--- config.mk ---
export PLATFORM = sky130hd
export DESIGN_NAME = pool_mem_sched_2
export DESIGN_NICKNAME = d
export VERILOG_FILES = /design/src/rtl/pool_mem_sched_2.sv
export SDC_FILE = /design/constraint.sdc
export NUM_CORES = 1
export LEC_CHECK = 0
export ABC_AREA = 1
export CAP_MARGIN = 10
export CELL_PAD_IN_SITES_DETAIL_PLACEMENT = 1
export CELL_PAD_IN_SITES_GLOBAL_PLACEMENT = 2
export CORE_MARGIN = 2
export CORE_UTILIZATION = 20
export DETAILED_ROUTE_END_ITERATION = 8
export GPL_TIMING_DRIVEN = 0
export PLACE_DENSITY = 0.9
export SLEW_MARGIN = 15
export SYNTH_ARGS = -nofsm -noshare
export SYNTH_HDL_FRONTEND = slang
export SYNTH_SLANG_ARGS = --single-unit
--- constraint.sdc ---
create_clock -name clock -period 4.3 [get_ports clock]
set_clock_uncertainty 0.05 [all_clocks]
set_input_delay 1.075 -clock clock [delete_from_list [all_inputs] [get_ports clock]]
set_output_delay 1.075 -clock clock [all_outputs]
set_load 0.01 [all_outputs]
--- src/rtl/pool_mem_sched_2.sv ---
// Pool memory scheduler: runs num_frames layer/consumer handshakes per start and
// hands the shared pool memories to the layer (LAYER) or the next layer (READ).
// Ports:
//   clock, reset                  - sole clock, synchronous active-high reset
//   start, num_frames             - run request and frame count
//   layer_enable, layer_restart   - layer-2 enable and between-frame re-arm pulse
//   pool_done                     - layer-2 frame complete
//   prod_*                        - pool-writer memory requests
//   cons_req/grant/done, cons_*   - next-layer handshake and read requests
//   mem_*                         - shared pool-memory bus (combinational on state)
//   busy, frame_cnt, run_done     - run status
//   err_access                    - sticky producer access outside LAYER
module pool_mem_sched_2 #(
    parameter int unsigned POOL_ADDR_WIDTH = 10,
    parameter int unsigned FRAME_W         = 8
) (
    input  logic                       clock,
    input  logic                       reset,
    input  logic                       start,
    input  logic [FRAME_W-1:0]         num_frames,
    output logic                       layer_enable,
    output logic                       layer_restart,
    input  logic                       pool_done,
    input  logic [POOL_ADDR_WIDTH-1:0] prod_addr_a,
    input  logic [POOL_ADDR_WIDTH-1:0] prod_addr_b,
    input  logic                       prod_rden_a,
    input  logic                       prod_rden_b,
    input  logic                       prod_wren_a,
    input  logic                       prod_wren_b,
    input  logic                       cons_req,
    output logic                       cons_grant,
    input  logic                       cons_done,
    input  logic [POOL_ADDR_WIDTH-1:0] cons_addr_a,
    input  logic [POOL_ADDR_WIDTH-1:0] cons_addr_b,
    input  logic                       cons_rden_a,
    input  logic                       cons_rden_b,
    output logic [POOL_ADDR_WIDTH-1:0] mem_addr_a,
    output logic [POOL_ADDR_WIDTH-1:0] mem_addr_b,
    output logic                       mem_rden_a,
    output logic                       mem_rden_b,
    output logic                       mem_wren_a,
    output logic                       mem_wren_b,
    output logic                       busy,
    output logic [FRAME_W-1:0]         frame_cnt,
    output logic                       run_done,
    output logic                       err_access
);

    typedef enum logic [2:0] {
        IDLE     = 3'd0,
        LAYER    = 3'd1,
        WAIT_REQ = 3'd2,
        READ     = 3'd3,
        NEXT     = 3'd4
    } state_t;

    state_t               r_state;
    state_t               w_state_nxt;
    logic [FRAME_W-1:0]   r_num;
    logic [FRAME_W-1:0]   r_frame_cnt;
    logic [FRAME_W-1:0]   w_cnt_inc;
    logic                 w_last;
    logic                 w_start_acc;
    logic                 w_run_start;
    logic                 w_zero_run;
    logic                 w_prod_access;
    // High once LAYER has been occupied for a full cycle; blocks a stale pool_done.
    logic                 r_layer_armed;
    logic                 r_layer_enable;
    logic                 r_layer_restart;
    logic                 r_cons_grant;
    logic                 r_busy;
    logic                 r_run_done;
    logic                 r_err_access;

    // Next-state logic
    always_comb begin
        w_state_nxt = r_state;
        w_cnt_inc   = r_frame_cnt + FRAME_W'(1);
        w_last      = (w_cnt_inc == r_num);
        w_start_acc = 1'b0;
        w_run_start = 1'b0;
        w_zero_run  = 1'b0;
        case (r_state)
            IDLE: begin
                w_start_acc = start;
                if (start) begin
                    if (num_frames != '0) begin
                        w_run_start = 1'b1;
                        w_state_nxt = LAYER;
                    end else begin
                        w_zero_run  = 1'b1;
                    end
                end
            end
            LAYER:    if (pool_done && r_layer_armed) w_state_nxt = WAIT_REQ;
            WAIT_REQ: if (cons_req)                   w_state_nxt = READ;
            READ:     if (cons_done)                  w_state_nxt = NEXT;
            NEXT:     w_state_nxt = w_last ? IDLE : LAYER;
            default:  w_state_nxt = IDLE;
        endcase
    end

    // Shared memory bus mux
    always_comb begin
        mem_addr_a = '0;
        mem_addr_b = '0;
        mem_rden_a = 1'b0;
        mem_rden_b = 1'b0;
        mem_wren_a = 1'b0;
        mem_wren_b = 1'b0;
        case (r_state)
            LAYER: begin
                mem_addr_a = prod_addr_a;
                mem_addr_b = prod_addr_b;
                mem_rden_a = prod_rden_a;
                mem_rden_b = prod_rden_b;
                mem_wren_a = prod_wren_a;
                mem_wren_b = prod_wren_b;
            end
            READ: begin
                mem_addr_a = cons_addr_a;
                mem_addr_b = cons_addr_b;
                mem_rden_a = cons_rden_a;
                mem_rden_b = cons_rden_b;
            end
            default: ;
        endcase
    end

    assign w_prod_access = prod_rden_a | prod_rden_b | prod_wren_a | prod_wren_b;

    // State and registered outputs; outputs follow the state being entered
    always_ff @(posedge clock) begin
        if (reset) begin
            r_state         <= IDLE;
            r_num           <= '0;
            r_frame_cnt     <= '0;
            r_layer_armed   <= 1'b0;
            r_layer_enable  <= 1'b0;
            r_layer_restart <= 1'b0;
            r_cons_grant    <= 1'b0;
            r_busy          <= 1'b0;
            r_run_done      <= 1'b0;
            r_err_access    <= 1'b0;
        end else begin
            r_state         <= w_state_nxt;
            r_layer_armed   <= (r_state == LAYER) && (w_state_nxt == LAYER);
            r_layer_enable  <= (w_state_nxt == LAYER);
            r_cons_grant    <= (w_state_nxt == READ);
            r_busy          <= (w_state_nxt != IDLE);
            r_layer_restart <= (r_state == NEXT) && !w_last;
            r_run_done      <= w_zero_run || ((r_state == NEXT) && w_last);
            if (w_run_start) begin
                r_num       <= num_frames;
                r_frame_cnt <= '0;
            end else if (r_state == NEXT) begin
                r_frame_cnt <= w_cnt_inc;
            end
            // Clear on accepted start, but a violation in the same cycle still sets
            r_err_access    <= (r_err_access && !w_start_acc) ||
                               (w_prod_access && (r_state != LAYER));
        end
    end

    assign layer_enable  = r_layer_enable;
    assign layer_restart = r_layer_restart;
    assign cons_grant    = r_cons_grant;
    assign busy          = r_busy;
    assign frame_cnt     = r_frame_cnt;
    assign run_done      = r_run_done;
    assign err_access    = r_err_access;

endmodule

== Word-level counts from Yosys, hierarchy flattened ==
Index checks and enable logic that the tools add are counted.
Storage, ports and cells
  register bits: 26
  latch bits: 0
  RAM bits: 0
  memory bits (read-only): 0
  input port bits: 60
  output and inout port bits: 38
  word-level logic and storage cells: 56
  memories kept: 0
Cells by class
  $add $sub $neg: 1
  multipliers: 0
  div/mod/pow operators: 0
  magnitude comparators: 0
  eq/ne operators: 8
  shifts and indexed selects: 0
  muxes and demuxes: 20
  bitwise logic cells: 3
  reductions and logical operators: 14
Operators with widths (count)
  $pmux 10 s2: 2
  $mux 3: 5
  $pmux 3 s5: 1
  $mux 1: 10
  $eq 3x2->1 const B: 3
  $add 8x1->8 const B: 1
  $eq 8x8->1: 1
  $reduce_bool 8->1: 1
  $eq 3x1->1 const B: 2
  $logic_and 1x1->1: 6
  $pmux 1 s2: 2
  $eq 3x3->1 const B: 1
  $logic_not 3->1: 1
  $ne 3x1->1 const B: 1
  $or 1x1->1: 3
  $reduce_bool 3->1: 1
  $logic_not 1->1: 2
  $logic_or 1x1->1: 2
  $reduce_or 2->1: 1

== Longest topological paths before layout ==
  depth after elaboration: 6
  depth in mapped cells: 13
  mapped depth without buffers: 13

== Worst setup path before layout ==
No wires, ideal clock.
  path type: input-to-output
  start point: input prod_addr_a[0]
  end point: output mem_addr_a[0]
  arrival: 1.318 ns
  setup slack: 1.857 ns
  stages: 1
  buffers on the path: 0
  cells stage by stage: a22o_1
Between the ends
  word-level cells in the longest chain between the ends: 1
Ends and longest elaborated chain
  start: declaration: line 24  | input logic [POOL_ADDR_WIDTH-1:0] prod_addr_a,
  $pmux 10 s2: line 112  | case (r_state)
  end: declaration: line 37  | output logic [POOL_ADDR_WIDTH-1:0] mem_addr_a,
Every way passes these cells.

== Worst setup path after layout ==
  start point: input prod_wren_a
  end point: output mem_wren_a
Between the ends
  word-level cells in the longest chain between the ends: 1
Ends and longest elaborated chain
  start: declaration: line 28  | input logic prod_wren_a,
  $mux 1: line 112
  end: declaration: line 41  | output logic mem_wren_a,
Every way passes these cells.

==> out/qor.yml <==
finish:
  layout-drive-gt1-share: 0.0896
  nets: 398
  instances_no_fill: 437
  multiInputGateArea_sq_um: 943
  n_fill_cell: 979
  regArea_sq_um: 520
  final_area_sq_um: 2760
  area_growth_pct: 69.1
  post-route-util: 0.354
  final_common_cell: "clkdlybuf4s50_1"
  antenna_cells: 0
  mostFrequentLayoutCells: "clkdlybuf4s50_1, nand2_1, inv_1"
place:
  io_buffer_count: 96
  dp_hpwl_microns: 5010
  place_ws_ps: 911
  place_area_sq_um: 2720
  gp_congestion: 0.778
  dp.cells: 434
sta:
  setup_viol: 0
  min_period_over_period: 0.785
  tightest_slew_ps: 496
  rsz0062_at_grt: "false"
  fin_setup_tns_ps: 0
  finalHoldViolations: 0
  fmax_mhz: 296
  fin_ws_ps: 924
  slew_headroom: 0.670
  slew_viol_final: 0
  timing.hold.ws_ps: 427
  fin_crit_ps: 3380
route:
  wl_microns: 5920
  ant_nets: 0
  drc: 0
  vias: 1934
  routedWlPerCell_microns: 13.6
  drt_iter0_markers: 32
  drtPass1Iterations: 4
  via_per_inst: 4.43
die:
  core_sq_um: 7810
  die_h_microns: 94.4
  io_pins: 98
  die_area_sq_um: 8910
  num_rows: 32
  dieWidth_microns: 94.4
  start_util: 0.209
logic_synthesis:
  ys_ff_latch: 26
  post_synth.cell_area_avg_sq_um: 6.92
  synth.area.top_cells: "dfxtp_1, a22o_1, nand2_1"
  netlist_instances: 236
  synth_top_area_share: 0.319
  syn_area_sq_um: 1630
  yosysSeqAreaShare: 0.319
  yosys.cell_types.count: 28
  yosysTopAreaCell: "dfxtp_1"
  yosys_warnings: 0
  syn-num-nets: 297
critical_path:
  critPathArrivalTime_ps: 2250
  cp_max_fo: 2
  worstSetupPathType: "in2out"
  start_kind: "input pin"
  cp.required_ps: 3170
  end_kind: "output pin"
clock_tree:
  htree_levels: 1
  cts-resized-gates: 0
  cts_made_buffers: 3
  cts.sinks: 26
  cts_tree: "built"
  cts_root_buf: "clkbuf_8"
  clk_latency_ps: 270
  ctsLongestPathBuffers: 2
  cts-hold-fix-buffers: 0
  clkTransAtPathRegs_ps: 100
  post_cts_buffers: 0
pwr:
  power_mw: 0.590
  p_per_area_nw_per_um2: 214
  leakagePower_nw: 1.09
  ir_drop_mv: 0.0918
global_route:
  grt_pass1_wl_microns: 9530
  grt_max_degree: 14
  overflow: 0
  grt_usage: 0.136
  antenna_found_initial: 0
  grt_pass1_vias: 2036
status:
  status: "finished, final reports clean"
flow_run:
  drv_cap: 0
worst_hold_path:
  hold_path_class: "reg2reg"
-- where the power goes --
part | switching, mW | total, mW | internal, mW
combinational | 0.0785 | 0.187 | 0.108
clock | 0.0807 | 0.144 | 0.0629
sequential | 0.00702 | 0.260 | 0.253
-- state kept, by name, summed over array words and instances (netlist names) --
register / cells
frame_cnt: 8
layer_enable: 1
run_done: 1
r_state: 3
busy: 1
r_layer_armed: 1
cons_grant: 1
layer_restart: 1
err_access: 1
r_num: 8
-- cell type report --
class / instances / area share
Sequential cell: 26 / 0.188
Buffer: 6 / 0.00951
Timing Repair Buffer: 96 / 0.348
Multi-Input combinational cell: 167 / 0.341
Tap cell: 102 / 0.0462
Clock buffer: 3 / 0.0149
Inverter: 37 / 0.0521
-- routing by layer --
| layer | global-route usage | up-vias | share of wire |
|---|---|---|---|
| li1 | - | 981 | - |
| met1 | 0.141 | 869 | 0.39 |
| met2 | 0.256 | 82 | 0.50 |
| met3 | 0.0575 | 2 | 0.10 |
| met4 | 0.0290 | 0 | 0.0071 |
| met5 | 0 | - | 0 |
-- worst paths after layout --
check             cells past startpoint  slack (ps)          from    endpoint
setup / recovery                      4         920   prod_wren_a  mem_wren_a
hold / removal                        2         430    err_access  err_access
setup reg to reg                     12        2380  frame_cnt[0]        busy
hold reg to reg                       2         430    err_access  err_access
-- critical path: stages --
cell	delay [ps]
clkdlybuf4s50_1	480
inv_1	40
nor2_1	90
clkdlybuf4s50_1	560
-- logic make-up (layout without fill, tap and decap cells) --
kind of cell | Yosys count | after routing | share of synthesized area
adders and majority gates | 1 | 1 | 0.00766
DFF | 26 | 26 | 0.319
xor gates and xnor gates | 2 | 2 | 0.0107
AOI/OAI and AO/OA | 54 | 54 | 0.222
buffers and inverters | 43 | 142 | 0.104
and+or+nand+nor | 110 | 110 | 0.337
-- synth_stat cells, drive strengths merged --
cell / count
o21ai: 12
o21bai: 1
xor2: 1
xnor2: 1
or2: 1
inv: 37
nand4: 3
ha: 1
a21oi: 15
nand2: 49
o41ai: 1
dfxtp: 26
a31oi: 3
clkbuf: 5
nor3: 5
nor2: 32
buf: 1
nand3: 20
a22o: 22
No activity file was read; power rests on OpenSTA's default activity.
